<file path="src/rtl/fetch_pc_unit.sv">
// Fetch-stage PC owner: blocking instruction-memory read handshake with a one-entry decode buffer.
// Optional FETCH_MISALIGN_EN: an odd redirect target raises sticky fetch_err and halts fetch.
module fetch_pc_unit #(
   parameter logic [15:0] RESET_PC = 16'h0000,
   parameter logic [4:0]  HALT_OP  = 5'b00000
) (
   input  logic        clk,
   input  logic        rst,
   input  logic [15:0] next_pc,
   input  logic        redirect,
   input  logic        dec_stall,
   output logic        imem_rd,
   output logic [15:0] imem_addr,
   input  logic        imem_done,
   input  logic [15:0] imem_data,
   output logic [15:0] instr,
   output logic [15:0] pc_inc,
   output logic        instr_valid,
   output logic        halted,
   output logic        fetch_err
);

   typedef enum logic {
      RUN  = 1'b0,
      HALT = 1'b1
   } state_e;

   localparam logic [15:0] NOP = 16'h0800;

   state_e      state_q, state_d;
   logic [15:0] pc_q, pc_d;
   logic [15:0] addr_q, addr_d;
   logic [15:0] instr_q, instr_d;
   logic [15:0] pc_inc_q, pc_inc_d;
   logic        valid_q, valid_d;
   logic        busy_q, busy_d;
   logic        squash_q, squash_d;
   logic        halted_q, halted_d;
`ifdef FETCH_MISALIGN_EN
   logic        fetch_err_q, fetch_err_d;
`endif

   logic in_run, redir, launch, done, capture, consume;

   always_comb begin
      // NOTE: every _d takes its _q first so no path through this block can infer a latch.
      state_d  = state_q;
      pc_d     = pc_q;
      addr_d   = addr_q;
      instr_d  = instr_q;
      pc_inc_d = pc_inc_q;
      valid_d  = valid_q;
      busy_d   = busy_q;
      squash_d = squash_q;
      halted_d = halted_q;
`ifdef FETCH_MISALIGN_EN
      fetch_err_d = fetch_err_q;
`endif

      in_run  = (state_q == RUN);
      redir   = redirect & in_run;
      // A new request only starts when the buffer slot is free or being emptied this cycle.
      launch  = ~rst & in_run & ~busy_q & (~valid_q | ~dec_stall) & ~redirect;
      imem_rd = busy_q | launch;
      // The address stays frozen on the launched PC even if a redirect moves pc_q mid-request.
      imem_addr = busy_q ? addr_q : pc_q;
      done    = imem_rd & imem_done;
      capture = done & ~squash_q & ~redir;
      consume = valid_q & ~dec_stall;

      if (launch) begin
         addr_d = pc_q;
      end

      if (done) begin
         busy_d   = 1'b0;
         squash_d = 1'b0;
      end else if (launch) begin
         busy_d = 1'b1;
      end else if (redir & busy_q) begin
         squash_d = 1'b1;
      end

      if (redir) begin
         valid_d = 1'b0;
`ifdef FETCH_MISALIGN_EN
         pc_d = next_pc;
         if (next_pc[0]) begin
            fetch_err_d = 1'b1;
            state_d     = HALT;
            halted_d    = 1'b1;
         end
`else
         pc_d = {next_pc[15:1], 1'b0};
`endif
      end else if (capture) begin
         instr_d  = imem_data;
         pc_inc_d = pc_q + 16'd2;
         pc_d     = pc_q + 16'd2;
         valid_d  = 1'b1;
         if (imem_data[15:11] == HALT_OP) begin
            state_d  = HALT;
            halted_d = 1'b1;
         end
      end else if (consume) begin
         valid_d = 1'b0;
      end
   end

   // NOTE: state registers use non-blocking assignments so every flop samples pre-edge values.
   always_ff @(posedge clk or posedge rst) begin
      if (rst) begin
         state_q  <= RUN;
         pc_q     <= RESET_PC;
         addr_q   <= RESET_PC;
         instr_q  <= NOP;
         pc_inc_q <= 16'h0000;
         valid_q  <= 1'b0;
         busy_q   <= 1'b0;
         squash_q <= 1'b0;
         halted_q <= 1'b0;
      end else begin
         state_q  <= state_d;
         pc_q     <= pc_d;
         addr_q   <= addr_d;
         instr_q  <= instr_d;
         pc_inc_q <= pc_inc_d;
         valid_q  <= valid_d;
         busy_q   <= busy_d;
         squash_q <= squash_d;
         halted_q <= halted_d;
      end
   end

`ifdef FETCH_MISALIGN_EN
   always_ff @(posedge clk or posedge rst) begin
      if (rst) begin
         fetch_err_q <= 1'b0;
      end else begin
         fetch_err_q <= fetch_err_d;
      end
   end
   assign fetch_err = fetch_err_q;
`else
   assign fetch_err = 1'b0;
`endif

   assign instr       = instr_q;
   assign pc_inc      = pc_inc_q;
   assign instr_valid = valid_q;
   assign halted      = halted_q;

endmodule

</file>
<file path="config.mk">
export PLATFORM = sky130hd
export DESIGN_NAME = fetch_pc_unit
export DESIGN_NICKNAME = d
export VERILOG_FILES = /design/src/rtl/fetch_pc_unit.sv
export SDC_FILE = /design/constraint.sdc
export NUM_CORES = 1
export LEC_CHECK = 0
export BUFFER_PORTS_ARGS = -buffer_cell sky130_fd_sc_hd__buf_2
export CORE_MARGIN = 2
export CORE_UTILIZATION = 29
export DETAILED_ROUTE_END_ITERATION = 7
export GPL_TIMING_DRIVEN = 0
export SYNTH_ARGS = -nofsm -noshare
export SYNTH_HDL_FRONTEND = slang
export SYNTH_SLANG_ARGS = --single-unit
</file>
<file path="constraint.sdc">
create_clock -name clk -period 3 [get_ports clk]
set_input_delay 0.6 -clock clk [delete_from_list [all_inputs] [get_ports clk]]
set_output_delay 0.6 -clock clk [all_outputs]
set_load 0.05 [all_outputs]
</file>
After elaboration in Yosys (flattened, before gate mapping)
Index checks and enable logic that the tools add are counted.
{ "totals": {"ff_bits": 68, "in_bits": 37} }
{ "classes": {"n_addsub": 1, "n_eq_ne": 1, "mux": 11, "n_bitwise": 20, "reduce_logical": 8} }
{ "ops": {"columns": ["operator", "n"], "rows": [
  ["two-way mux 16 bit", 3],
  ["adder 16 x 2 -> 16 bit, second input constant", 1],
  ["AND 1 bit", 10],
  ["two-way mux 1 bit", 8],
  ["inverter 1 bit", 8],
  ["nonzero test 2 bit", 3],
  ["zero test 5 bit", 1],
  ["AND reduction 2 bit", 2],
  ["AND reduction 3 bit", 1],
  ["nonzero test 3 bit", 1],
  ["inequality test 2 x 1 -> 1 bit, second input constant", 1],
  ["bitwise OR 1 bit", 2]
]} }

Depth between registers and ports, before layout
Gate-level depths: netlist of the first run.
{ "logic_depth": {"ltp_word": 11, "ltp_mapped": 6, "ltp_nobuf": 5} }

Worst setup path after synthesis of the first run
OpenSTA, ideal clock, no wires.
{ "synth_path": {"path_kind": "reg2out", "startpoint": "reg busy_q", "endpoint": "out imem_addr[10]", "arrival_ps": 1815, "t_required_ps": 2400, "path_slack_ps": 585, "stages_incl_launch_ff": 4, "path_cell_list": "dfrtp_1 > clkbuf_1 > clkbuf_1 > o21ai_0"} }
{ "synth_via": {"elab_chain_len": 1} }
{ "synth_lines": {"columns": ["element", "line", "text"], "rows": [
  ["start: declaration", "36", "logic busy_q, busy_d;"],
  ["start signal: assignment", "129", "busy_q <= busy_d;"],
  ["two-way mux 16 bit", "66", "imem_addr = busy_q ? addr_q : pc_q;"],
  ["end: declaration", "13", "output logic [15:0] imem_addr,"]
]} }
Every way passes these cells.

Final worst setup path of the first run
{ "layout_path": {"startpoint": "reg busy_q", "endpoint": "out imem_addr[4]"} }
Same word-level chain as after synthesis.

==> run_results.csv, run 1 <==
group,metric,value,unit
detailed_routing,antenna_left,0,
yosys,yosys_warnings,0,
clock_tree,htree_levels,3,
sta,slew_headroom,45.3,%
sta,fin_crit,2.72,ns
yosys,syn_avg_cell_area,10.3,um^2
layout,antennaDiodeCount,0,
critical_path,reg2reg_setup_slack,0.90,ns
clock_tree,cts_tree,"done",
critical_path,critical_path_class,"register to output port",
critical_path,end_kind,"output port",
detailed_routing,drt-total-wl,8090,um
critical_path,arrival,2.12,ns
sta,holdWs,0.422,ns
sta,setup_tns,0,ns
clock_tree,clock_latency,0.35,ns
yosys,ys_types,47,
global_routing,antenna_found_initial,0,
detailed_routing,drc,0,
die,die_y,107,um
placement,routabilityCongestion,0.840,
pwr,p_per_area,1030,nW/um^2
layout,seqCellArea,1630,um^2
global_routing,gr-usage-all-layers,15.0,%
critical_path,cp-endpoint,"imem_addr[4]",
placement,io_buffers,84,
yosys,ys_top_cells_by_count,"nand2_1, dfrtp_1, mux2_2",
sta,clock_skew,0.00953,ns
global_routing,grt_pass1_wl,13100,um
layout,drive_gt1_share,35.8,%
yosys,synth.area.top_cells,"dfrtp_1, mux2_2, nand2_1",
sta,fin_crit_sh,90.8,%
clock_tree,root_buffer,"clkbuf_8",
sta,grt_setup_unrepaired,"false",
yosys,ys_seq_elements,65,
layout,multi_input_area,1340,um^2
yosys,synth-seq-area-share,52.8,%
critical_path,required,2.40,ns
clock_tree,cts_setup_buffers,0,
layout,area_delta_synth_final,26.9,%
clock_tree,clock_path_buffers,2,
die,chipWidth,107,um
sta,worst_pin_slew,0.820,ns
critical_path,startpoint,"busy_q$_DFFE_PP0P_",
global_routing,grt_pass1_vias,2430,
die,dieArea,11500,um^2
global_routing,grt_max_degree,66,
clock_tree,cts_buffers,9,
yosys,syn_area,3080,um^2
die,core,10300,um^2
pwr,irDropWorstVdd,344,uV
clock_tree,clock_sinks,65,
die,rows,37,
die,io_pins,89,
yosys,synth-edff-count,0,
yosys,synth_area_leader_cell,"dfrtp_1",
layout,fin_nets,435,
sta,finalHoldViolations,0,
status,outcome,"finished clean",
critical_path,reg2reg_depth,4,
detailed_routing,vias,2506,
clock_tree,postCtsHoldBufs,0,
yosys,synth_cells,300,
critical_path,r2r_end,"addr_q[4]$_DFFE_PP0P_",
layout,fin_util,37.9,%
detailed_routing,dr.pass1.iters,4,
die,initial_core_util,29.9,%
critical_path,r2r_start,"state_q$_DFFE_PP0P_",
yosys,synth_top_area_share,52.0,%
critical_path,cp_max_fo,10,
clock_tree,cts_resized,0,
yosys,yosysMostFrequentCell,"nand2_1",
detailed_routing,drt_iter0_drc,152,
placement,place_hpwl,5720,um
pwr,leakage,1.92,nW
sta,drv_slew,0,
yosys,async_flop_share,100,%
sta,fmax,367,MHz
placement,post_dp_cell_area,3680,um^2
min_path,hp-class,"input port to asynchronous set/reset pin",
detailed_routing,vias_per_cell,4.66,
detailed_routing,wire_per_inst,15.0,um
global_routing,grt_overflow,0,
layout,nFillCells,1058,
layout,fin_area,3910,um^2
yosys,synth_ff_type,"dfrtp_1",
sta,final-setup-viol-count,0,
run,maxCapViolations,0,
clock_tree,path_clk_slew,0.07,ns
critical_path,cp-start-kind,"register",
how the worst min path moves through the flow:
| stage | cells past startpoint | to | start |
|---|---|---|---|
| after detailed placement | 2 | instr[2]$_DFFE_PP0P_ | instr[2]$_DFFE_PP0P_ |
| after global routing | 3 | instr[9]$_DFFE_PP0P_ | imem_data[9] |
| after global placement | 2 | instr[11]$_DFFE_PP1P_ | instr[11]$_DFFE_PP1P_ |
| after floorplan | 1 | addr_q[1]$_DFFE_PP0P_ | addr_q[1]$_DFFE_PP0P_ |
| after CTS | 3 | instr[10]$_DFFE_PP0P_ | imem_data[10] |
| final | 2 | instr_valid$_DFFE_PP0P_ | rst |
critical path, stage by stage (launching register included):
cell and delay [ns]:
dfrtp_1 0.32, clkbuf_1 0.28, clkbuf_1 0.55, mux2_2 0.41
buf_2 0.21
report_power, final:
group | internal [mW] | switching [mW]
clock network | 0.510 | 0.351
logic | 0.452 | 1.31
registers | 1.19 | 0.199
routing by layer:
layer | wire [um] | global-route usage, % | share of wire [%] | vias to the layer above
met1 | 3780 | 21.1 | 47 | 1210
met4 | 90 | 4.55 | 1.1 | 0
met2 | 3770 | 22.2 | 47 | 69
met5 | 0 | 0 | 0 | -
met3 | 453 | 4.50 | 5.6 | 8
li1 | - | - | - | 1219
through the flow:
step / power [mW] / setup WS (ns) / cells
6_report: 4.02 / 0.276 / 538
5_1_grt: 4.26 / 0.133 / 538
4_1_cts: 4.07 / 0.226 / 538
3_5_place_dp: 3.20 / 0.612 / 522
3_3_place_gp: 3.16 / -0.152 / 522
2_1_floorplan: 2.76 / 0.585 / 302
layout by cell type, fill, tap and decap left out, types with 5 or more instances in the layout:
| cell | instances |
|---|---|
| clkbuf_1 | 9 |
| buf_2 | 90 |
| o21ai_0 | 18 |
| xnor2_1 | 8 |
| o21bai_1 | 5 |
| nor2_1 | 10 |
| inv_1 | 6 |
| clkbuf_8 | 11 |
| mux2_2 | 26 |
| a21o_1 | 6 |
| dfrtp_1 | 64 |
| nand2_1 | 74 |
flip-flops by register name (all words and copies together), names as in the netlist:
name	count
addr_q	15
squash_q	1
instr_valid	1
instr	16
pc_inc	15
state_q	1
pc_q	15
busy_q	1
area by class of cell:
type	count	area share, %
Buffer	20	2.40
Clock buffer	11	3.87
Clock inverter	5	1.98
Inverter	7	0.736
Multi-Input combinational cell	210	34.3
Sequential cell	65	41.6
Tap cell	136	4.35
Timing Repair Buffer	84	10.7
cell families (layout without fill, tap and decap cells):
family,after synthesis,count (layout),synth area share (%)
AO/OA/AOI/OAI,55,55,12.8
XOR/XNOR,12,12,3.41
adder cells (fa/ha/maj),1,1,0.406
buffers and inverters,27,127,3.90
flip-flops,65,65,52.8
multiplexers,26,26,9.50
other,1,3,0.122
AND/OR/NAND/NOR,113,113,17.1
(Power assumes the default switching activity.)
==> inputs of run 2 (changes only) <==
--- a/config.mk
+++ b/config.mk
@@ -6,10 +6,13 @@
 export NUM_CORES = 1
 export LEC_CHECK = 0
 export BUFFER_PORTS_ARGS = -buffer_cell sky130_fd_sc_hd__buf_2
+export CELL_PAD_IN_SITES_DETAIL_PLACEMENT = 1
+export CELL_PAD_IN_SITES_GLOBAL_PLACEMENT = 2
 export CORE_MARGIN = 2
 export CORE_UTILIZATION = 29
 export DETAILED_ROUTE_END_ITERATION = 7
 export GPL_TIMING_DRIVEN = 0
+export PLACE_DENSITY_LB_ADDON = 0.1
 export SYNTH_ARGS = -nofsm -noshare
 export SYNTH_HDL_FRONTEND = slang
 export SYNTH_SLANG_ARGS = --single-unit
==> run_results.csv, run 2 (synthesis gave the netlist of run 1 again) <==
group,metric,value,unit
die,dieArea,11500,um^2
clock_tree,postCtsHoldBufs,0,
critical_path,cp_max_fo,10,
critical_path,cp-endpoint,"imem_addr[12]",
layout,drive_gt1_share,35.6,%
critical_path,reg2reg_setup_slack,0.83,ns
sta,finalHoldViolations,0,
placement,preCtsSetupSlack,0.525,ns
placement,post_dp_cell_area,3680,um^2
sta,final-setup-viol-count,0,
sta,fin_crit_sh,94.0,%
layout,area_delta_synth_final,25.1,%
sta,fin_crit,2.82,ns
global_routing,gr-usage-all-layers,16.2,%
pwr,leakage,1.90,nW
die,chipWidth,107,um
clock_tree,cts_resized,0,
layout,fin_cells,538,
clock_tree,cts_buffers,9,
min_path,hp-class,"input port to register",
clock_tree,clock_latency,0.34,ns
layout,fin_area,3850,um^2
sta,clock_skew,0.0116,ns
placement,routabilityCongestion,0.755,
global_routing,grt_pass1_wl,14100,um
die,core,10300,um^2
sta,fmax,355,MHz
layout,final_cell_mix,"buf_2, nand2_1, dfrtp_1",
layout,antennaDiodeCount,0,
global_routing,antenna_found_initial,0,
sta,drv_slew,0,
die,rows,37,
pwr,irDropWorstVdd,339,uV
clock_tree,cts_setup_buffers,0,
clock_tree,path_clk_slew,0.07,ns
sta,slew_headroom,44.3,%
detailed_routing,antenna_left,0,
critical_path,reg2reg_depth,4,
critical_path,arrival,2.22,ns
sta,worst_pin_slew,0.835,ns
global_routing,grt_max_degree,66,
sta,setup_slack,0.181,ns
detailed_routing,vias,2564,
status,outcome,"finished clean",
layout,final_common_cell,"buf_2",
critical_path,r2r_start,"state_q$_DFFE_PP0P_",
pwr,power,3.84,mW
placement,place_hpwl,6120,um
critical_path,required,2.40,ns
clock_tree,root_buffer,"clkbuf_8",
placement,io_buffers,84,
layout,fin_nets,435,
clock_tree,clock_sinks,65,
clock_tree,cts_tree,"done",
die,io_pins,89,
die,initial_core_util,29.9,%
die,die_y,107,um
detailed_routing,dr.pass1.iters,4,
clock_tree,clock_path_buffers,2,
layout,fin_util,37.3,%
sta,holdWs,0.442,ns
detailed_routing,wire_per_inst,16.3,um
sta,setup_tns,0,ns
global_routing,grt_pass1_vias,2662,
critical_path,critical_path_class,"register to output port",
detailed_routing,drt_iter0_drc,62,
critical_path,startpoint,"busy_q$_DFFE_PP0P_",
clock_tree,htree_levels,3,
pwr,p_per_area,995,nW/um^2
sta,grt_setup_unrepaired,"false",
detailed_routing,drt-total-wl,8790,um
placement,dp_cells,522,
detailed_routing,drc,0,
detailed_routing,vias_per_cell,4.77,
critical_path,r2r_end,"addr_q[5]$_DFFE_PP0P_",
run,maxCapViolations,0,
critical_path,cp-start-kind,"register",
layout,largest_reg_flops,16,
global_routing,grt_overflow,0,
critical_path,end_kind,"output port",
## run 2: cell count changes in the layout (fill, tap and decap cells not counted)
cell       previous run  this run
bufinv_16             2         0
clkbuf_1              9        10
clkbuf_8             11        10
clkinv_2              2         3
clkinv_4              0         1
## run 2: per-layer routing
layer | track usage [%] | part of all wire, % | routed length (um)
met5 | 0 | 0 | 0
met4 | 6.12 | 1.4 | 121
met3 | 3.65 | 5.2 | 458
met2 | 24.3 | 45 | 3940
met1 | 22.8 | 49 | 4270
## run 2: worst min-delay path by stage
stage | start | end | slack [ns] | depth (start not counted)
detailed placement | pc_inc[1]$_DFFE_PP0P_ | pc_inc[1]$_DFFE_PP0P_ | 0.46 | 1
global route | imem_data[6] | instr[6]$_DFFE_PP0P_ | 0.44 | 3
CTS | imem_data[1] | instr[1]$_DFFE_PP0P_ | 0.43 | 3
floorplan | addr_q[1]$_DFFE_PP0P_ | addr_q[1]$_DFFE_PP0P_ | 0.47 | 1
finish | imem_data[1] | instr[1]$_DFFE_PP0P_ | 0.44 | 3
global placement | instr[11]$_DFFE_PP1P_ | instr[11]$_DFFE_PP1P_ | 0.45 | 2
## run 2: area by class of cell
cell class	count	area, um^2
fill	1220	6470
buffer	20	93.8
clock buffer	11	141
sequential	65	1630
multi-input combinational	210	1340
clock inverter	5	31.3
inverter	7	28.8
tap	136	170
timing repair buffer	84	420
## run 2: power breakdown
part | internal (mW) | total [mW] | switching [mW]
logic | 0.452 | 1.77 | 1.32
registers | 1.19 | 1.39 | 0.197
clock network | 0.320 | 0.674 | 0.354
## run 2: critical path, cell delays in order (launching register included)
cell and delay, ns:
dfrtp_1 0.32, clkbuf_1 0.29, clkbuf_1 0.63, mux2_2 0.42, buf_2 0.21
